**config.mk**
```make
export PLATFORM = sky130hd
export DESIGN_NAME = pwm_shadow_flat
export DESIGN_NICKNAME = d
export VERILOG_FILES = /design/src/rtl/pwm_shadow_if.sv /design/src/rtl/pwm_shadow.sv /design/src/flat_wrapper.sv
export SDC_FILE = /design/constraint.sdc
export NUM_CORES = 1
export LEC_CHECK = 0
export BUFFER_PORTS_ARGS = -buffer_cell sky130_fd_sc_hd__buf_2
export CAP_MARGIN = 30
export CORE_AREA = 4 4 218 220
export DETAILED_ROUTE_END_ITERATION = 6
export DIE_AREA = 0 0 222 224
export HOLD_SLACK_MARGIN = 0.12
export PLACE_DENSITY = 0.61
export SYNTH_ARGS = -nofsm -noshare
export SYNTH_HDL_FRONTEND = slang
export SYNTH_SLANG_ARGS = --single-unit
```
**constraint.sdc**
```tcl
create_clock -name i_clk -period 9.05 [get_ports i_clk]
set_input_delay 0.4525 -clock i_clk [delete_from_list [all_inputs] [get_ports i_clk]]
set_output_delay 0.4525 -clock i_clk [all_outputs]
set_load 0.005 [all_outputs]
```
**src/rtl/pwm_shadow_if.sv**
```systemverilog
// Bus bundle for pwm_shadow: per-channel control pulses, packed config slices and status.
// The o_period_end member exists only when PWM_PERIOD_PULSE_EN is defined.
interface pwm_shadow_if #(
  parameter int WIDTH    = 8,
  parameter int CHANNELS = 4
);
  logic [CHANNELS-1:0]       i_start;
  logic [CHANNELS-1:0]       i_stop;
  logic [CHANNELS-1:0]       i_center;
  logic [CHANNELS-1:0]       i_load;
  logic [CHANNELS*WIDTH-1:0] i_duty;
  logic [CHANNELS*WIDTH-1:0] i_period;
  logic [CHANNELS*WIDTH-1:0] i_repeat_count;
  logic [CHANNELS-1:0]       o_busy;
  logic [CHANNELS-1:0]       o_done;
  logic [CHANNELS-1:0]       o_pwm;
`ifdef PWM_PERIOD_PULSE_EN
  logic [CHANNELS-1:0]       o_period_end;
`endif

  modport master (
`ifdef PWM_PERIOD_PULSE_EN
    input  o_period_end,
`endif
    output i_start, i_stop, i_center, i_load, i_duty, i_period, i_repeat_count,
    input  o_busy, o_done, o_pwm
  );

  modport slave (
`ifdef PWM_PERIOD_PULSE_EN
    output o_period_end,
`endif
    input  i_start, i_stop, i_center, i_load, i_duty, i_period, i_repeat_count,
    output o_busy, o_done, o_pwm
  );
endinterface

```
**src/rtl/pwm_shadow.sv**
```systemverilog
// Multi-channel PWM with shadow config applied at period boundaries, edge/center modes,
// start/stop and sticky done. Define PWM_PERIOD_PULSE_EN to add the o_period_end pulse.
module pwm_shadow #(
  parameter int WIDTH    = 8,
  parameter int CHANNELS = 4
) (
  input  logic         i_clk,
  input  logic         i_rst,
  pwm_shadow_if.slave  bus
);
  typedef enum logic [1:0] {S_IDLE, S_RUN, S_DONE} state_t;

  state_t           state_q      [CHANNELS];
  state_t           state_d      [CHANNELS];
  logic [WIDTH-1:0] cnt_q        [CHANNELS];
  logic [WIDTH-1:0] cnt_d        [CHANNELS];
  logic [WIDTH-1:0] rep_q        [CHANNELS];
  logic [WIDTH-1:0] rep_d        [CHANNELS];
  logic [WIDTH-1:0] act_duty_q   [CHANNELS];
  logic [WIDTH-1:0] act_duty_d   [CHANNELS];
  logic [WIDTH-1:0] act_period_q [CHANNELS];
  logic [WIDTH-1:0] act_period_d [CHANNELS];
  logic [WIDTH-1:0] act_rep_q    [CHANNELS];
  logic [WIDTH-1:0] act_rep_d    [CHANNELS];
  logic [WIDTH-1:0] sh_duty_q    [CHANNELS];
  logic [WIDTH-1:0] sh_duty_d    [CHANNELS];
  logic [WIDTH-1:0] sh_period_q  [CHANNELS];
  logic [WIDTH-1:0] sh_period_d  [CHANNELS];
  logic [WIDTH-1:0] sh_rep_q     [CHANNELS];
  logic [WIDTH-1:0] sh_rep_d     [CHANNELS];
  logic [CHANNELS-1:0] center_q, center_d;
  logic [CHANNELS-1:0] down_q, down_d;
  logic [CHANNELS-1:0] pending_q, pending_d;
  logic [CHANNELS-1:0] pwm_q, pwm_d;
  logic [CHANNELS-1:0] done_q, done_d;
  logic [CHANNELS-1:0] busy;
  logic [CHANNELS-1:0] at_top;
  logic [CHANNELS-1:0] bnd;
`ifdef PWM_PERIOD_PULSE_EN
  logic [CHANNELS-1:0] pe_q, pe_d;
`endif

  // Center mode holds the top count for two cycles (end of up, start of down).
  always_comb begin
    for (int i = 0; i < CHANNELS; i++) begin
      at_top[i] = (cnt_q[i] == act_period_q[i] - WIDTH'(1));
      bnd[i]    = center_q[i] ? (down_q[i] && (cnt_q[i] == '0)) : at_top[i];
      busy[i]   = (state_q[i] == S_RUN);
    end
  end

  always_comb begin
    for (int i = 0; i < CHANNELS; i++) begin
      state_d[i]      = state_q[i];
      cnt_d[i]        = cnt_q[i];
      rep_d[i]        = rep_q[i];
      act_duty_d[i]   = act_duty_q[i];
      act_period_d[i] = act_period_q[i];
      act_rep_d[i]    = act_rep_q[i];
      sh_duty_d[i]    = sh_duty_q[i];
      sh_period_d[i]  = sh_period_q[i];
      sh_rep_d[i]     = sh_rep_q[i];
      center_d[i]     = center_q[i];
      down_d[i]       = down_q[i];
      pending_d[i]    = pending_q[i];
      pwm_d[i]        = 1'b0;
      done_d[i]       = done_q[i];
`ifdef PWM_PERIOD_PULSE_EN
      pe_d[i]         = 1'b0;
`endif

      if (state_q[i] == S_RUN) begin
        pwm_d[i] = (act_duty_q[i] >= act_period_q[i]) || (cnt_q[i] < act_duty_q[i]);
        if (!center_q[i]) begin
          cnt_d[i] = at_top[i] ? '0 : cnt_q[i] + WIDTH'(1);
        end else if (!down_q[i]) begin
          if (at_top[i]) down_d[i] = 1'b1;
          else           cnt_d[i]  = cnt_q[i] + WIDTH'(1);
        end else if (cnt_q[i] != '0) begin
          cnt_d[i] = cnt_q[i] - WIDTH'(1);
        end

        if (bnd[i]) begin
`ifdef PWM_PERIOD_PULSE_EN
          pe_d[i]  = 1'b1;
`endif
          cnt_d[i]  = '0;
          down_d[i] = 1'b0;
          // A pending transfer restarts the repeat count, so it never ends the run.
          if (pending_q[i]) begin
            act_duty_d[i]   = sh_duty_q[i];
            act_period_d[i] = sh_period_q[i];
            act_rep_d[i]    = sh_rep_q[i];
            center_d[i]     = bus.i_center[i];
            pending_d[i]    = 1'b0;
            rep_d[i]        = '0;
          end else if ((act_rep_q[i] != '0) && (rep_q[i] + WIDTH'(1) == act_rep_q[i])) begin
            state_d[i] = S_DONE;
            done_d[i]  = 1'b1;
            rep_d[i]   = '0;
          end else begin
            rep_d[i] = rep_q[i] + WIDTH'(1);
          end
        end
      end else if (bus.i_start[i] && (sh_period_q[i] != '0)) begin
        state_d[i]      = S_RUN;
        act_duty_d[i]   = sh_duty_q[i];
        act_period_d[i] = sh_period_q[i];
        act_rep_d[i]    = sh_rep_q[i];
        center_d[i]     = bus.i_center[i];
        pending_d[i]    = 1'b0;
        cnt_d[i]        = '0;
        rep_d[i]        = '0;
        down_d[i]       = 1'b0;
        done_d[i]       = 1'b0;
      end

      if (bus.i_stop[i]) begin
        state_d[i] = S_IDLE;
        cnt_d[i]   = '0;
        rep_d[i]   = '0;
        down_d[i]  = 1'b0;
        done_d[i]  = 1'b0;
        pwm_d[i]   = 1'b0;
      end

      // Load lands after the transfer so a same-cycle load stays pending.
      if (bus.i_load[i]) begin
        sh_duty_d[i]   = bus.i_duty[i*WIDTH +: WIDTH];
        sh_period_d[i] = bus.i_period[i*WIDTH +: WIDTH];
        sh_rep_d[i]    = bus.i_repeat_count[i*WIDTH +: WIDTH];
        pending_d[i]   = 1'b1;
      end
    end
  end

  always_ff @(posedge i_clk or posedge i_rst) begin
    if (i_rst) begin
      for (int i = 0; i < CHANNELS; i++) begin
        state_q[i]      <= S_IDLE;
        cnt_q[i]        <= '0;
        rep_q[i]        <= '0;
        act_duty_q[i]   <= '0;
        act_period_q[i] <= '0;
        act_rep_q[i]    <= '0;
        sh_duty_q[i]    <= '0;
        sh_period_q[i]  <= '0;
        sh_rep_q[i]     <= '0;
      end
      center_q  <= '0;
      down_q    <= '0;
      pending_q <= '0;
      pwm_q     <= '0;
      done_q    <= '0;
`ifdef PWM_PERIOD_PULSE_EN
      pe_q      <= '0;
`endif
    end else begin
      for (int i = 0; i < CHANNELS; i++) begin
        state_q[i]      <= state_d[i];
        cnt_q[i]        <= cnt_d[i];
        rep_q[i]        <= rep_d[i];
        act_duty_q[i]   <= act_duty_d[i];
        act_period_q[i] <= act_period_d[i];
        act_rep_q[i]    <= act_rep_d[i];
        sh_duty_q[i]    <= sh_duty_d[i];
        sh_period_q[i]  <= sh_period_d[i];
        sh_rep_q[i]     <= sh_rep_d[i];
      end
      center_q  <= center_d;
      down_q    <= down_d;
      pending_q <= pending_d;
      pwm_q     <= pwm_d;
      done_q    <= done_d;
`ifdef PWM_PERIOD_PULSE_EN
      pe_q      <= pe_d;
`endif
    end
  end

  assign bus.o_busy = busy;
  assign bus.o_done = done_q;
  assign bus.o_pwm  = pwm_q;
`ifdef PWM_PERIOD_PULSE_EN
  assign bus.o_period_end = pe_q;
`endif
endmodule

```
**src/flat_wrapper.sv**
```systemverilog
// flat-port wrapper written by rule: the top's interface ports become plain ports
module pwm_shadow_flat 
#(
  parameter int WIDTH    = 8,
  parameter int CHANNELS = 4
)
  (i_clk, i_rst, bus_i_start, bus_i_stop, bus_i_center, bus_i_load, bus_i_duty, bus_i_period, bus_i_repeat_count, bus_o_busy, bus_o_done, bus_o_pwm);
  pwm_shadow_if #(.WIDTH(WIDTH), .CHANNELS(CHANNELS)) bus_i ();
  input  logic i_clk;
  input  logic i_rst;
  input wire logic [$bits(bus_i.i_start)-1:0] bus_i_start;
  input wire logic [$bits(bus_i.i_stop)-1:0] bus_i_stop;
  input wire logic [$bits(bus_i.i_center)-1:0] bus_i_center;
  input wire logic [$bits(bus_i.i_load)-1:0] bus_i_load;
  input wire logic [$bits(bus_i.i_duty)-1:0] bus_i_duty;
  input wire logic [$bits(bus_i.i_period)-1:0] bus_i_period;
  input wire logic [$bits(bus_i.i_repeat_count)-1:0] bus_i_repeat_count;
  output wire logic [$bits(bus_i.o_busy)-1:0] bus_o_busy;
  output wire logic [$bits(bus_i.o_done)-1:0] bus_o_done;
  output wire logic [$bits(bus_i.o_pwm)-1:0] bus_o_pwm;
  assign bus_i.i_start = bus_i_start;
  assign bus_i.i_stop = bus_i_stop;
  assign bus_i.i_center = bus_i_center;
  assign bus_i.i_load = bus_i_load;
  assign bus_i.i_duty = bus_i_duty;
  assign bus_i.i_period = bus_i_period;
  assign bus_i.i_repeat_count = bus_i_repeat_count;
  assign bus_o_busy = bus_i.o_busy;
  assign bus_o_done = bus_i.o_done;
  assign bus_o_pwm = bus_i.o_pwm;
  pwm_shadow #(.WIDTH(WIDTH), .CHANNELS(CHANNELS)) u_core (.i_clk(i_clk), .i_rst(i_rst), .bus(bus_i));
endmodule
```
# Word-level counts from Yosys, hierarchy flattened
# Cells that the tools add are included.
# op_classes
addsub	16
n_lt_le_gt_ge	8
n_eq_ne	48
muxes	216
reduce_logical	68
# op_table
cell	count
8-bit 2-to-1 mux	104
8-bit nonzero test	12
1-bit 2-to-1 mux	88
8-bit by 1-bit adder with 8-bit output (second input constant)	8
8-bit == test	8
8-bit by 1-bit subtractor with 8-bit output (second input constant)	8
2-bit 2-to-1 mux	24
6-bit inequality test (second input constant)	8
3-bit by 2-bit inequality test with 1-bit output (second input constant)	12
8-bit >= comparator	4
8-bit logical NOT	4
8-bit < comparator	4
2-bit AND reduction	12
3-bit AND reduction	8
3-bit nonzero test	8
2-bit by 1-bit inequality test with 1-bit output (second input constant)	8
4-bit by 2-bit inequality test with 1-bit output (second input constant)	4
4-bit AND reduction	4
1-bit logical AND	12
3-bit inequality test (second input constant)	4
2-bit by 1-bit == test with 1-bit output (second input constant)	4
2-bit nonzero test	4
1-bit logical OR	4
# word_totals
ff_bits	284
in_bits	114
out_inout_bits	12
word_cells	409

# Depth between registers and ports, before layout
# depth
word_depth	8
mapped_depth	12
mapped_depth_nobuf	9

# Least setup slack after synthesis
# No wires, ideal clock.
# synth_path
kind	reg2reg
startpoint	register u_core.act_period_q[8] (netlist name)
endpoint	register u_core.act_duty_q[10] (netlist name)
setup_time_ns	0.125
arrival_ns	2.671
required_ns	8.925
path_slack_ns	6.254
path_stages_with_launch	12
n_path_buf	2
synth_period_minus_slack_ns	2.796
path_cell_list	dfrtp_1 > inv_1 > ha_1 > nor3b_1 > a21oi_1 > nor4b_2 > and3b_1 > a21oi_1 > or3_1 > buf_4 > buf_6 > mux2_4
# synth_via
elab_chain_len	5
# synth_rtl
element	line	rtl
from (decl)	pwm_shadow.sv:21	logic [WIDTH-1:0] act_period_q [CHANNELS];
from (signal, indexed assignment)	pwm_shadow.sv:164	act_period_q[i] <= act_period_d[i];
8-bit by 1-bit subtractor with 8-bit output	pwm_shadow.sv:46	at_top[i] = (cnt_q[i] == act_period_q[i] - WIDTH'(1));
8-bit == test	pwm_shadow.sv:46	
1-bit 2-to-1 mux	pwm_shadow.sv:47	bnd[i] = center_q[i] ? (down_q[i] && (cnt_q[i] == '0)) : at_top[i];
2-bit by 1-bit inequality test with 1-bit output (no source line)	n/a	
3-bit AND reduction (no source line)	n/a	
to (signal, indexed assignment)	pwm_shadow.sv:163	act_duty_q[i] <= act_duty_d[i];
to (decl)	pwm_shadow.sv:19	logic [WIDTH-1:0] act_duty_q [CHANNELS];
# Every way passes these cells.
# A chain may end at the register's enable or synchronous reset.

# Worst setup path after layout
# layout_path
startpoint	register u_core.act_period_q[16] (netlist name)
endpoint	register u_core.act_rep_q[22] (netlist name)
# layout_via
elab_chain_len	5
# layout_rtl
element	line	rtl
8-bit by 1-bit subtractor with 8-bit output	pwm_shadow.sv:46	
8-bit == test	pwm_shadow.sv:46	
1-bit 2-to-1 mux	pwm_shadow.sv:47	
2-bit by 1-bit inequality test with 1-bit output (no source line)	n/a	
3-bit AND reduction (no source line)	n/a	
to (signal, indexed assignment)	pwm_shadow.sv:165	act_rep_q[i] <= act_rep_d[i];
to (decl)	pwm_shadow.sv:23	logic [WIDTH-1:0] act_rep_q [CHANNELS];
# Every way passes these cells.

==> results.sh <==
export IMPL_outcome="finished clean"
export IMPL_hold_class="in -> reg"
export IMPL_cts_tree="built"
export IMPL_finalHoldViolCount=0
export IMPL_gp_congestion=0.8494
export IMPL_dpl_hpwl_mm=25.82
export IMPL_grt_remaining_overflow=0
export IMPL_p_leak_nw=8.381
export IMPL_vdd_ir_drop_max_v=0.0001382
export IMPL_yosysSeqAreaShare=0.4434
export IMPL_synthCells=1465
export IMPL_dieArea_sq_um=49730
export IMPL_synth_most_common_cell="dfrtp_1"
export IMPL_tightestPinTransition_ns=1.049
export IMPL_rsz0062_at_grt="false"
export IMPL_coreArea_sq_um=45280
export IMPL_synth_fp_nets=1655
export IMPL_dr_first_iter_drc_count=602
export IMPL_clockRootBuffer="clkbuf_16"
export IMPL_worstPathMaxFanout=25
export IMPL_wl_per_cell_microns=15.84
export IMPL_htreeDepth=1
export IMPL_worstSetupStartpointType="register"
export IMPL_synth_edff_count=0
export IMPL_ys_warnings_count=0
export IMPL_synth_top_cell_area_share=0.4434
export IMPL_drive_gt1_frac=0.2159
export IMPL_critPathCaptureType="register"
export IMPL_top_layer_used="met4"
export IMPL_setup_viol=0
export IMPL_die_h_microns=224
export IMPL_start_util=0.3489
export IMPL_fp_row_count=78
export IMPL_hp_start="bus_i_period[1]"
export IMPL_antenna_found_initial=0
export IMPL_muxShareOfSynthArea=0.1494
export IMPL_diodes=0
export IMPL_synth_xor_area_share=0.04379
export IMPL_ys_top_cells_by_area="dfrtp_1 44%, mux2_2 10%, ha_1 6.0%"
export IMPL_drc=0
export IMPL_period_share=0.3649
export IMPL_max_slew_margin=0.2954
export IMPL_p_per_area_nw_per_um2=203.7
export IMPL_cts_sink_count=280
export IMPL_fin_setup_tns_ns=0
export IMPL_yosysTopAreaCell="dfrtp_1"
export IMPL_synth_adder_area_share=0.06018
export IMPL_critPathLaunch="u_core.act_period_q[16]"
export IMPL_final_nets=1849
export IMPL_ys_seq_elements=280
export IMPL_fin_crit_ns=3.302
export IMPL_synthTopCellsByCount="280 x dfrtp_1, 144 x mux2_2, 99 x inv_1"
export IMPL_vias_per_cell=5.139
export IMPL_fmax_mhz=302.8
export IMPL_grt_pass1_wl_mm=61.33
export IMPL_ios=126
export IMPL_synth_cell_types=85
export IMPL_drt_wl_total_mm=36.13
export IMPL_cts_buffers=31
export IMPL_wl_met1_mm=16.63
export IMPL_synth_top_family_by_area="multiplexers"
export IMPL_vias=11720
export IMPL_place_port_buffers=125
export IMPL_grtUsageTotal=0.1444
export IMPL_worstPathArrival_ns=3.76
export IMPL_slew_viol_final=0
export IMPL_r2r_start="u_core.act_period_q[16]"
export IMPL_cts_max_path_buffers=3
export IMPL_clkTransAtPathRegs_ns=0.06
export IMPL_ys_async_sr_fraction=1.000
export IMPL_grt_max_degree=76
export IMPL_dr_wl_met2_mm=17.44
export IMPL_drt_pass1_iterations=5
export IMPL_antenna_left=0
export IMPL_grt_pass1_vias=11980
export IMPL_synthSimpleGateAreaFrac=0.1296
export IMPL_synth_main_ff_cell="dfrtp_1"
export IMPL_cp_required_ns=9.51
export IMPL_synth_compound_area_frac=0.1297
export IMPL_post_route_util=0.4185
export IMPL_maxCapViolations=0
export IMPL_syn_avg_cell_area_sq_um=10.79
export IMPL_die_x_microns=222
export IMPL_synth_cell_area_sq_um=15800
export IMPL_wl_met3_mm=1.327
export IMPL_path_class="reg -> reg"
export IMPL_syn2layout_area_growth_pct=19.92
export IMPL_insertion_delay_ns=0.58
export IMPL_finClkSkew_ns=0.03185
-- critical path, cell delays in order (launching register included) --
cell and delay (ns):
dfrtp_1 0.44, or4_1 0.58, nor4_1 0.29, a311oi_1 0.15
a2111oi_4 0.44, o21ai_2 0.15, a21oi_4 0.70, mux2_2 0.42
-- metrics by stage --
step	instances	total power, mW	instance area [sq um]	setup slack, ns	hold WS [ns]
floorplan	1465	2.342	15800	0.8753	0.4541
CTS	2281	3.923	18950	5.733	0.1207
global placement	2127	2.542	16900	5.823	0.4691
detailed placement	2129	2.588	16960	5.768	0.4760
finish	2281	3.859	18950	5.748	0.1577
global route	2281	4.126	18950	5.541	0.1245
-- per-layer routing --
layer	up-vias	GRT usage
li1	5732	-
met1	5735	0.1914
met2	206	0.2527
met3	50	0.02228
met4	0	0.03001
met5	-	0
-- kinds of logic after synthesis --
family | after synthesis
and+or+nand+nor | 371
AOI/OAI and AO/OA | 284
DFF | 280
muxes | 208
buffers and inverters | 167
xor gates and xnor gates | 79
adders and majority gates | 76
-- flip-flops by register name, summed over array words and instances, names as in the netlist --
name                 cells
u_core.act_duty_q       32
u_core.act_period_q     32
u_core.act_rep_q        32
u_core.bus.o_pwm         4
u_core.center_q          4
u_core.cnt_q            32
u_core.down_q            4
u_core.pending_q         4
u_core.rep_q            32
u_core.sh_duty_q        32
u_core.sh_period_q      32
u_core.sh_rep_q         32
u_core.state_q           8
-- cell type report --
class / instances / area (sq um)
fill: 4345 / 26330
multi-input combinational: 1018 / 8102
sequential: 280 / 7007
timing repair buffer: 229 / 1689
clock buffer: 43 / 880.8
tap: 600 / 750.7
inverter: 99 / 379.1
clock inverter: 12 / 141.4
-- where the power goes --
group	switching, mW	internal, mW	total, mW
combinational	0.444	0.473	0.917
clock	0.504	0.758	1.26
sequential	0.231	1.45	1.68
total	1.18	2.68	3.86
-- path summary, 6_finish.rpt --
path | to | slack [ns] | cells past startpoint
min in group asynchronous | u_core.sh_rep_q[14] | 0.52 | 4
hold reg to reg | u_core.act_rep_q[9] | 0.48 | 1
hold / removal | u_core.sh_period_q[25] | 0.16 | 2
setup / recovery | u_core.act_rep_q[22] | 5.75 | 7
setup reg to reg | u_core.act_rep_q[22] | 5.75 | 7
max in group asynchronous | u_core.act_rep_q[3] | 7.26 | 5
-- layout by cell type, fill, tap and decap left out, drive strengths merged, types with 11 or more instances in the layout --
| cell | instances |
|---|---|
| xnor2 | 42 |
| and3 | 13 |
| mux2 | 199 |
| o21ai | 45 |
| a31oi | 20 |
| o211ai | 14 |
| or4 | 14 |
| ha | 76 |
| nor4 | 30 |
| dfrtp | 280 |
| o22ai | 13 |
| xor2 | 37 |
| nor3 | 30 |
| nand2b | 31 |
| nand4 | 11 |
| a211oi | 13 |
| nand2 | 69 |
| clkbuf | 43 |
| a21o | 22 |
| dlygate4sd3 | 97 |
| nand3 | 37 |
| inv | 100 |
| buf | 132 |
| nor2 | 63 |
| a21oi | 49 |
| nor2b | 17 |
-- what timing repair did --
action	4_1_cts	5_1_grt
hold buffers	97	0
setup buffers	0	0
hold endpoints to repair	243	0
endpoints found under the setup margin	0	0
resized for setup	0	0
No activity file was read; power rests on OpenSTA's default activity.
